===== config.mk =====
export PLATFORM = sky130hd
export DESIGN_NAME = mem_port_arbiter
export DESIGN_NICKNAME = d
export VERILOG_FILES = /design/src/rtl/mem_port_arbiter.sv
export SDC_FILE = /design/constraint.sdc
export NUM_CORES = 1
export LEC_CHECK = 0
export CAP_MARGIN = 20
export CORE_AREA = 3 3 258 260
export DETAILED_ROUTE_END_ITERATION = 6
export DIE_AREA = 0 0 261 263
export PLACE_DENSITY = 0.49
export SLEW_MARGIN = 15
export SYNTH_ARGS = -nofsm -noshare
export SYNTH_HDL_FRONTEND = slang
export SYNTH_SLANG_ARGS = --single-unit

===== constraint.sdc =====
create_clock -name clock -period 2.1 [get_ports clock]
set_clock_uncertainty 0.05 [all_clocks]
set_input_delay 0.525 -clock clock [delete_from_list [all_inputs] [get_ports clock]]
set_output_delay 0.525 -clock clock [all_outputs]
set_load 0.01 [all_outputs]

===== src/rtl/mem_port_arbiter.sv =====
// Shares the single main-memory block port between the icache (refill reads) and the
// dcache (refill reads and write-backs), round-robin on contention, one transaction at a time.
module mem_port_arbiter #(
    parameter int ADDR_W  = 6,
    parameter int BLOCK_W = 128,
    parameter int TIMEOUT = 255
) (
    input  logic               clock,
    input  logic               reset,
    input  logic               i_read,
    input  logic [ADDR_W-1:0]  i_address,
    output logic [BLOCK_W-1:0] i_readdata,
    output logic               i_busywait,
    input  logic               d_read,
    input  logic               d_write,
    input  logic [ADDR_W-1:0]  d_address,
    input  logic [BLOCK_W-1:0] d_writedata,
    output logic [BLOCK_W-1:0] d_readdata,
    output logic               d_busywait,
    output logic               mem_read,
    output logic               mem_write,
    output logic [ADDR_W-1:0]  mem_address,
    output logic [BLOCK_W-1:0] mem_writedata,
    input  logic [BLOCK_W-1:0] mem_readdata,
    input  logic               mem_busywait,
    output logic               timeout_err
);
    localparam int CNT_W = $clog2(TIMEOUT + 1);

    typedef enum logic [1:0] {IDLE, ISSUE, WAIT, DONE} state_t;

    state_t             state;
    logic               owner;       // 0 = icache, 1 = dcache
    logic               op_write;
    logic               last_grant;  // 0 = icache, 1 = dcache
    logic [CNT_W-1:0]   wait_cnt;

    logic i_req;
    logic d_req;
    logic grant_d;
    logic grant_wr;

    assign i_req    = i_read;
    assign d_req    = d_read | d_write;
    // On a tie the requester that did not get the last grant wins.
    assign grant_d  = d_req & (~i_req | ~last_grant);
    assign grant_wr = grant_d & d_write;

    assign i_busywait = i_read & ~((state == DONE) & ~owner);
    assign d_busywait = d_req  & ~((state == DONE) &  owner);

    always_ff @(posedge clock) begin
        if (reset) begin
            state         <= IDLE;
            owner         <= 1'b0;
            op_write      <= 1'b0;
            last_grant    <= 1'b1;
            wait_cnt      <= '0;
            mem_read      <= 1'b0;
            mem_write     <= 1'b0;
            mem_address   <= '0;
            mem_writedata <= '0;
            i_readdata    <= '0;
            d_readdata    <= '0;
            timeout_err   <= 1'b0;
        end else begin
            case (state)
                IDLE: begin
                    if (i_req | d_req) begin
                        owner         <= grant_d;
                        op_write      <= grant_wr;
                        mem_read      <= ~grant_wr;
                        mem_write     <= grant_wr;
                        mem_address   <= grant_d ? d_address : i_address;
                        mem_writedata <= grant_wr ? d_writedata : '0;
                        state         <= ISSUE;
                    end
                end
                // Memory raises busywait one cycle late, so it is not looked at here.
                ISSUE: state <= WAIT;
                WAIT: begin
                    if (wait_cnt != CNT_W'(TIMEOUT))
                        wait_cnt <= wait_cnt + 1'b1;
                    if (wait_cnt == CNT_W'(TIMEOUT - 1))
                        timeout_err <= 1'b1;
                    if (!mem_busywait) begin
                        if (!op_write) begin
                            if (owner) d_readdata <= mem_readdata;
                            else       i_readdata <= mem_readdata;
                        end
                        mem_read   <= 1'b0;
                        mem_write  <= 1'b0;
                        last_grant <= owner;
                        state      <= DONE;
                    end
                end
                DONE: begin
                    wait_cnt <= '0;
                    state    <= IDLE;
                end
                default: state <= IDLE;
            endcase
        end
    end
endmodule

==> results by group <==
Worst setup path
  • Crit path capture: mem_writedata[80]
  • Cell count along the critical path: 1
  • R2r setup slk: 190 ps
  • CP Cell Sequence: clkdlybuf4s50_1
  • Buffer and inverter count on the worst path: 1
  • Crit path max-delay family: buffers and inverters
  • Crit path arrival time: 1480 ps
  • Critical path capture point type: primary output
  • WS Path Type: register to primary output
  • Crit-path max cell delay: approximately 560 ps
  • Worst-path maximum fanout: 2
  • Worst path slowest cell: clkdlybuf4s50_1
  • Startpoint Class: register
  • Reg-to-reg startpoint: state[0]
  • CP Data Required Time: 1520 ps
  • R2R cell count: 7
  • Worst Setup SP: mem_writedata[80]
  • Worst reg2reg path endpoint: wait_cnt[5]

Die
  • Chip height: 263 um
  • Die Footprint: ~0.069 mm2
  • Initial Utilization: 22.6%
  • I/O pins: 669
  • Chip width: between 200 and 300 um
  • Core Area: 0.0643 mm2
  • # rows: 93

Detailed routing
  • Remaining DRCs: 0
  • DR iter-0 viols: 853
  • DR pass1 iterations: 5
  • Vias: 15000
  • Final ANT Viol Nets: 0
  • DRT Wirelength: 64100 um
  • Post-DR wirelength/cell: 18.9 um
  • Via density per instance: approximately 4.4

Outcome
  • Status: finished, final reports clean

Power
  • Pwr Total: 22800 uW
  • Worst VDD drop: 0.577 mV
  • Pwr Density: 936 mW/mm2
  • P_leak: 0.00986 uW

Synth
  • Cell count after synthesis: about 1800
  • Register area share after synthesis: ~56%
  • Yosys cell types: 37
  • Syn Nets: 2099
  • Synth Flop Type: dfxtp_1
  • #FFs+latches synth: 406
  • Synth warnings: 0
  • Post-synth EDFFs: 0
  • Synthesized area per cell: 8.00 um2
  • Async S/R FF share, synth: 0%
  • Post-Syn Area: roughly 0.015 mm2

STA
  • Fin Hold WS: 375 ps
  • FMAX: 488 MHz
  • Max_slew headroom: between 60 and 70%
  • Worst-margin pin slew: 553 ps
  • Max Slew Vio Count: 0
  • Setup ws final: 49.7 ps
  • Period minus WS final: around 2100 ps
  • Hold Vio Cnt, Final: 0
  • Final setup violation count: 0
  • Crit share post-route: 97.6%
  • RSZ-0062 raised after global routing: yes

CTS
  • CTS Hold Bufs: 0
  • Clk root buf: clkbuf_16
  • TritonCTS Buffers: 47
  • Clock tree from TritonCTS: done
  • CTS Buffer Depth: 3
  • Clock latency on the worst-skew pair: 550 ps
  • H-tree Lvls: 2
  • Sink Count: 406
  • Worst-path clk slew: roughly 60 ps

Place
  • Area post-placement: 0.0228 mm2
  • Placed cells: 3296
  • Post-DP HPWL: 48100 um
  • Port buffer count: around 670
  • RD Place Congestion: 0.873
  • Dpl ws: -346 ps

Flow run
  • Max Cap Viol: 0

Global routing
  • Total GRT Usage: 17.6%
  • M1 GR Usage: 19.5%
  • Initial antenna violation count: 7
  • Global-route wire length before repair: 93500 um
  • Vias in the first global route: 15000
  • Met3 Track Usage GR: under 10%
  • Busiest grt layer: met2
  • Remaining global-route overflow: 0
  • Met2 Use GR: 30.2%
  • Largest net degree at the start of global routing: 55

Finish
  • Nets: ~2800
  • Area Overhead vs Synth: 67.5%
  • Fill count: 6563
  • Final instance area: 0.0244 mm2
  • Layout cells sized above 1: under 10%
  • Final Non-Filler Cells: roughly 3400

Worst hold path
  • Worst hold path class: input pin to register
==> cells by family after synthesis <==
family | synth area share [%]
DFF | 55.8
adders and majority gates | 0.516
buffers and inverters | 5.34
AOI/OAI and AO/OA | 15.1
and+or+nand+nor | 22.7
muxes | 0.481
xor gates and xnor gates | 0.0602
==> placed cells by master (no fill, tap or decap), types with 2 or more instances in the layout <==
cell type,Yosys,final
dlymetal6s2s_1,0,58
or3_4,0,2
dfxtp_2,0,2
diode_2,0,4
o211ai_1,2,2
buf_2,87,2
inv_1,8,8
mux2i_1,7,7
nand3_1,132,132
clkdlybuf4s50_1,0,491
nand4_1,4,4
ha_1,6,5
nor2_1,15,15
and3_1,2,2
a31oi_1,4,4
nand2_1,649,649
o31ai_1,2,2
clkbuf_1,51,8
o21ai_0,4,4
clkbuf_16,0,49
dlygate4sd2_1,0,116
or4_1,3,3
a21oi_1,396,396
clkbuf_8,0,10
nor3_1,5,3
a211oi_1,7,7
buf_4,1,69
dfxtp_1,406,404
bufinv_16,0,3
buf_12,0,34
clkinv_2,0,7
clkinvlp_4,0,2
buf_6,10,2
==> sequential cells by signal (all words and copies together) (netlist names) <==
register / flops
i_readdata: 128
mem_writedata: 128
op_write: 1
mem_write: 1
mem_read: 1
mem_address: 6
owner: 1
state: 2
last_grant: 1
d_readdata: 128
wait_cnt: 8
timeout_err: 1
==> worst min-delay path by stage <==
stage | to | cells after the start | slack [ps] | start
floorplan | op_write | 2 | 420 | op_write
global placement | mem_writedata[58] | 2 | 390 | mem_writedata[58]
detailed placement | mem_writedata[85] | 2 | 390 | mem_writedata[85]
CTS | d_readdata[67] | 2 | 330 | reset
global route | d_readdata[62] | 2 | 350 | reset
finish | d_readdata[69] | 2 | 380 | reset
==> worst reg2reg max path, delay by kind of cell (launching register included) <==
kind / cells / cell delay [ps]
AO/OA/AOI/OAI: 2 / 290
buffers and inverters: 2 / 280
adder cells (fa/ha/maj): 1 / 220
AND/OR/NAND/NOR: 2 / 620
flip-flops: 1 / 370
==> repair_timing <==
action                                  4_1_cts  5_1_grt
endpoints found under the setup margin      118      133
resized for setup                           128       61
buffers inserted                              0        2
==> per-layer routing <==
layer	routed length, um	vias to the layer above
li1	-	7350
met1	24300	7004
met2	30500	557
met3	6950	115
met4	2230	8
met5	55	-
==> final cells by class <==
class	instances	area, um2	share of cell area (%)
sequential	406	8130	33.3
inverter	8	30.0	0.123
clock buffer	67	1390	5.71
clock inverter	13	149	0.610
tap	855	1070	4.39
antenna	4	10.0	0.0410
timing repair buffer	773	7900	32.4
multi-input combinational	1256	5710	23.4
==> metrics by stage <==
step                setup TNS (ps)  utilization [%]
floorplan                        0                -
global placement            -68930             35.4
detailed placement          -77100             35.4
CTS                              0             37.6
global route                 -3.48             37.9
finish                           0             37.9
==> power by group <==
| part | total [uW] | internal, uW | switching (uW) |
|---|---|---|---|
| Combinational | 5920 | 2670 | 3250 |
| Clock | 8250 | 4950 | 3300 |
| Sequential | 8660 | 8310 | 348 |
==> synth_stat cells, types with 3 or more instances <==
cell type	count	area (um2)
nand2_1	649	2440
a31oi_1	4	25.0
clkbuf_1	51	191
o21ai_0	4	20.0
a211oi_1	7	52.6
nand4_1	4	25.0
or4_1	3	22.5
dfxtp_1	406	8130
or3_1	3	18.8
mux2i_1	7	70.1
ha_1	6	75.1
buf_6	10	113
nand3_1	132	661
inv_1	8	30.0
nor3_1	5	25.0
buf_2	87	435
a21oi_1	396	1980
nor2_1	15	56.3
Note: power is estimated with default switching activity, not from simulation.
